[config.mk]
export PLATFORM = sky130hd
export DESIGN_NAME = regfile_wb_arbiter
export DESIGN_NICKNAME = d
export VERILOG_FILES = /design/src/rtl/regfile_wb_arbiter.sv
export SDC_FILE = /design/constraint.sdc
export NUM_CORES = 1
export LEC_CHECK = 0
export CAP_MARGIN = 10
export CORE_MARGIN = 2
export CORE_UTILIZATION = 42
export CTS_BUF_LIST = sky130_fd_sc_hd__clkbuf_4
export DETAILED_ROUTE_END_ITERATION = 6
export GPL_ROUTABILITY_DRIVEN = 0
export PLACE_DENSITY = 0.84
export SLEW_MARGIN = 30
export SYNTH_ARGS = -nofsm -noshare
export SYNTH_HDL_FRONTEND = slang
export SYNTH_SLANG_ARGS = --single-unit
export TNS_END_PERCENT = 100
[constraint.sdc]
create_clock -name clk_i -period 2.7 [get_ports clk_i]
set_clock_uncertainty 0.15 [all_clocks]
set_input_delay 0.27 -clock clk_i [delete_from_list [all_inputs] [get_ports clk_i]]
set_output_delay 0.27 -clock clk_i [all_outputs]
set_load 0.02 [all_outputs]
[src/rtl/regfile_wb_arbiter.sv]
// Arbitrates the single register-file write port between the pipeline WB
// stage (port 0) and the long-latency unit (port 1), with a starvation
// limit for port 1, and keeps a destination scoreboard of long-latency rd's.
// Ports: clk_i, rst_n (async, active-low); wb0_*/wb1_* valid/rd/data in,
// ready out; mark_valid_i/mark_rd_i set scoreboard bits; rs1_i/rs2_i query
// it via rs1_pend_o/rs2_pend_o; RegWrite_o/RDaddr_o/RDdata_o drive the
// register file write port.
// Optional macro WB_BYPASS_EN: suppress pend in the cycle port 1 writes
// the queried register, since the register file forwards that write.
module regfile_wb_arbiter #(
  parameter int DATA_W       = 32,
  parameter int STARVE_LIMIT = 4
) (
  input  logic              clk_i,
  input  logic              rst_n,
  input  logic              wb0_valid_i,
  input  logic [4:0]        wb0_rd_i,
  input  logic [DATA_W-1:0] wb0_data_i,
  output logic              wb0_ready_o,
  input  logic              wb1_valid_i,
  input  logic [4:0]        wb1_rd_i,
  input  logic [DATA_W-1:0] wb1_data_i,
  output logic              wb1_ready_o,
  input  logic              mark_valid_i,
  input  logic [4:0]        mark_rd_i,
  input  logic [4:0]        rs1_i,
  input  logic [4:0]        rs2_i,
  output logic              rs1_pend_o,
  output logic              rs2_pend_o,
  output logic              RegWrite_o,
  output logic [4:0]        RDaddr_o,
  output logic [DATA_W-1:0] RDdata_o
);

  localparam logic [3:0] LIM = 4'(STARVE_LIMIT);

  logic [3:0]  r_starve;
  logic [31:0] r_sb;
  logic [31:0] w_sb_nxt;
  logic        w_force;
  logic        w_g0;
  logic        w_g1;
  logic        w_byp1;
  logic        w_byp2;

  // Port 1 wins when port 0 is idle or it has waited the full limit.
  // Grants are gated by rst_n so every output is 0 during reset.
  assign w_force = (r_starve == LIM);
  assign w_g1 = rst_n & wb1_valid_i & (~wb0_valid_i | w_force);
  assign w_g0 = rst_n & wb0_valid_i & ~w_g1;

  assign wb0_ready_o = w_g0;
  assign wb1_ready_o = w_g1;

  always_comb begin
    RegWrite_o = 1'b0;
    RDaddr_o   = '0;
    RDdata_o   = '0;
    if (w_g1) begin
      RegWrite_o = (wb1_rd_i != 5'd0);
      RDaddr_o   = wb1_rd_i;
      RDdata_o   = wb1_data_i;
    end else if (w_g0) begin
      RegWrite_o = (wb0_rd_i != 5'd0);
      RDaddr_o   = wb0_rd_i;
      RDdata_o   = wb0_data_i;
    end
  end

  always_ff @(posedge clk_i or negedge rst_n) begin
    if (!rst_n) begin
      r_starve <= '0;
    end else if (!wb1_valid_i || w_g1) begin
      r_starve <= '0;
    end else if (r_starve != LIM) begin
      r_starve <= r_starve + 4'd1;
    end
  end

  // Clear is applied before the mark so a same-register collision keeps
  // the bit set for the newly issued op.
  always_comb begin
    w_sb_nxt = r_sb;
    if (w_g1) begin
      w_sb_nxt[wb1_rd_i] = 1'b0;
    end
    if (mark_valid_i && (mark_rd_i != 5'd0)) begin
      w_sb_nxt[mark_rd_i] = 1'b1;
    end
  end

  always_ff @(posedge clk_i or negedge rst_n) begin
    if (!rst_n) begin
      r_sb <= '0;
    end else begin
      r_sb <= w_sb_nxt;
    end
  end

`ifdef WB_BYPASS_EN
  assign w_byp1 = w_g1 & (wb1_rd_i == rs1_i);
  assign w_byp2 = w_g1 & (wb1_rd_i == rs2_i);
`else
  assign w_byp1 = 1'b0;
  assign w_byp2 = 1'b0;
`endif

  assign rs1_pend_o = rst_n & (rs1_i != 5'd0) & r_sb[rs1_i] & ~w_byp1;
  assign rs2_pend_o = rst_n & (rs2_i != 5'd0) & r_sb[rs2_i] & ~w_byp2;

endmodule

==> key figures <==
Outcome
  – Status: finished, final reports clean

STA
  – Worst rel slew slack: 0.5230
  – Max Freq: around 0.38 GHz
  – Final Setup Violations: 0
  – Tmin final: between 2 and 3 ns
  – Final cycle utilization of the critical path: 0.9706
  – RSZ-0062 raised after global routing: true
  – Worst-Margin Slew: ~0.71 ns
  – Slew Viols, Final: 0
  – WHS: between 0.15 and 0.2 ns
  – Final Hold Fails: 0

Power and ir drop
  – Peak supply drop: ~0.22 mV
  – Pwr Density: approximately 420 nW/µm²
  – Leakage: between 1.5 and 2 nW

Synthesis
  – Sequential fraction of the synthesis area: 0.3368
  – Main synth FF type: dfrtp_1
  – Largest family of logic cells by synthesized area: compound AO/OA/AOI/OAI gates
  – Adder-cell share of the synthesized area: 0.009355
  – #FFs+latches synth: 36
  – Synthesized cell area: roughly 2700 µm²
  – Synth top area share: 0.3368
  – Post-synth EDFFs: 0
  – Syn Nets: 362
  – Synth warn: 0
  – Ys async rst share: 1.000
  – Complex-gate fraction of the synthesized area: 0.3054
  – Post-synthesis mux area share: 0.1543
  – Xor/xnor share of the synthesized area: 0.006548
  – Top post-synthesis cells by area: dfrtp_1, a22o_1, o21ai_0
  – Cell variety after synth: 42
  – Mean Syn Cell Area: 10.06 µm²
  – Post-Synth Simple-Gate Area: 0.1347
  – Synth area leader: dfrtp_1
  – Synth Instances: between 200 and 300

Route
  – Pre-antenna DRT Iters: 5
  – Avg WL per Cell: roughly 20 µm
  – DRC: 0
  – Vias per cell: just over 6
  – Remaining antenna violation count after routing: 0
  – Via count: about 3,000
  – Initial drt markers: 399
  – Routed WL: just under 10,000 µm

Setup path
  – Critical Path Source Type: register
  – Crit path capture type: primary output
  – Worst Path Max Fanout: 19
  – Worst Setup Path Type: register to primary output
  – Worst EP required: approximately 2.3 ns
  – Worst r2r src: r_starve[0]
  – Critical Path AT: about 2.2 ns
  – Critical path launch point: r_starve[0]
  – Reg2Reg Depth: 7

Clock tree
  – Clock Tree Buf Depth: 2
  – Worst-Skew Late Latency: 0.33 ns
  – CTS Root Cell: clkbuf_4
  – CTS tree: done
  – Htree depth: 2
  – Clk pin slew, worst setup/hold paths: approximately 0.10 ns
  – CTS Buf Count: 5
  – Num Clock Sinks: 36

GRT
  – Gr usage total: 0.2799
  – GR Util met2: 0.4960
  – GR Util met3: 0.04451
  – Grt ovf: 0
  – Vias in the first global route: roughly 3,200
  – Largest net degree at the start of global routing: 39
  – GR peak layer: met2
  – First-pass GRT wire length: 15,730 µm
  – Initial antenna violation count: 0
  – Met1 Use GR: 0.3503

Layout
  – Layout cells sized above 1: 0.2222
  – Nets: just over 500
  – Post-layout util: 0.6728
  – Area occupied by multi-input gates: 1659 µm²
  – Filler cells: between 500 and 600
  – ANT cells: 0
  – FF/Latch Area: 900.9 µm²
  – Fin area: 4199 µm²
  – Area Overhead vs Synth: 56.97%

Placed design
  – Post-DP Area: 4208 µm²
  – Port-buffer cells: between 100 and 150
  – DP HPWL: 7601 µm

Die
  – Row cnt: 29
  – Die height: approximately 84 µm
  – Ports: roughly 140
  – Die W: 83.81 µm
  – Die footprint: roughly 7000 µm²
  – Initial Util: 0.4286
  – Core region area: approximately 6200 µm²

Job
  – Max_cap viols: 0

Hold path
  – Hold Path Class: input port to asynchronous set/reset pin
[kinds of logic after synthesis]
group,after synthesis
mux,21
compound gates,113
simple gates,64
flops,36
xor+xnor,2
fa+ha+maj,2
buf+inv,28
[metrics by stage]
| stage | power, mW | std cells | TNS [ns] | worst slack (ns) |
|---|---|---|---|---|
| 6_report | 1.766 | 491 | 0 | 0.07925 |
| 5_1_grt | 1.855 | 491 | -0.09009 | -0.02811 |
| 4_1_cts | 1.756 | 491 | -0.06878 | -0.06878 |
| 3_5_place_dp | 1.507 | 480 | -0.6562 | -0.3849 |
| 3_3_place_gp | 1.470 | 480 | -0.4262 | -0.3076 |
| 2_1_floorplan | 1.120 | 266 | 0 | 0.4196 |
[layout by cell type (no fill, tap or decap), types with 4 or more instances in the layout]
master / instances
clkdlybuf4s50_1: 90
buf_4: 42
o21ai_0: 38
a22o_1: 37
dfrtp_1: 36
clkbuf_2: 15
nand2_1: 14
o31ai_1: 14
nand3b_1: 13
nor2_1: 12
mux4_1: 7
mux4_2: 7
mux2i_1: 6
buf_2: 6
inv_1: 5
nand3_1: 5
nor2b_1: 5
clkbuf_4: 5
o2bb2ai_1: 4
a21oi_1: 4
clkdlybuf4s15_2: 4
[state kept, by name, indices dropped and copies added, names as in the netlist]
signal / count
r_starve: 4
r_sb: 32
[path summary, 6_finish.rpt]
| kind | endpoint | slack, ns |
|---|---|---|
| min | r_sb[2] | 0.18 |
| max in group asynchronous | r_starve[3] | 1.51 |
| max | RDdata_o[10] | 0.08 |
| max reg2reg | r_sb[5] | 0.52 |
| min reg2reg | r_sb[13] | 0.39 |
| min in group clk_i | r_sb[13] | 0.39 |
[worst max-delay path, stage by stage (launching register included)]
cell and delay (ns):
dfrtp_1 0.37, inv_1 0.08, ha_1 0.22, and3b_1 0.21, o211ai_4 0.18, and3_4 0.23
bufbuf_16 0.29, a22o_1 0.14, buf_4 0.15
[synthesized netlist by cell type (2+ instances only)]
| library cell | instances |
|---|---|
| dfrtp_1 | 36 |
| nand2b_1 | 2 |
| nor2_1 | 12 |
| o31ai_1 | 14 |
| o211ai_1 | 2 |
| inv_1 | 5 |
| ha_1 | 2 |
| nand3b_1 | 13 |
| clkbuf_1 | 10 |
| mux2i_1 | 6 |
| nand3_1 | 5 |
| buf_1 | 2 |
| or3b_2 | 3 |
| buf_4 | 4 |
| o41ai_1 | 3 |
| a22o_1 | 37 |
| mux4_2 | 7 |
| o2111ai_1 | 2 |
| o21ai_0 | 38 |
| mux4_1 | 7 |
| nand2_1 | 14 |
| nor2b_1 | 5 |
| xnor2_1 | 2 |
| nand4b_1 | 2 |
| a21oi_1 | 5 |
| nor3_1 | 2 |
| buf_2 | 5 |
| o2bb2ai_1 | 4 |
| buf_6 | 2 |
| a311oi_1 | 3 |
[routing by layer]
metal  up-vias  share of wire
met5         -              0
met4         0          0.025
met3        32          0.069
met2       181           0.52
met1      1452           0.39
li1       1368              -
[layout make-up]
type / instances / area share
multi-input cells: 202 / 0.3951
repair buffers: 164 / 0.3522
flip-flops and latches: 36 / 0.2145
well taps: 77 / 0.02294
clock buffers: 5 / 0.008939
inverters: 5 / 0.004470
clock inverters: 2 / 0.001788
[timing repair]
action | in CTS | in global routing
cloned | 1 | 0
buffers inserted | 2 | 0
hold buffers | 1 | 0
endpoints found under the setup margin | 42 | 38
endpoints found under the hold margin | 2 | 0
resized for setup | 126 | 47
pin swaps | 0 | 1
[report_power, final]
part	internal [mW]	switching, mW
sequential	0.656	0.121
combinational	0.412	0.316
clock	0.0909	0.170
total	1.16	0.607
Note: power is estimated with default switching activity, not from simulation.
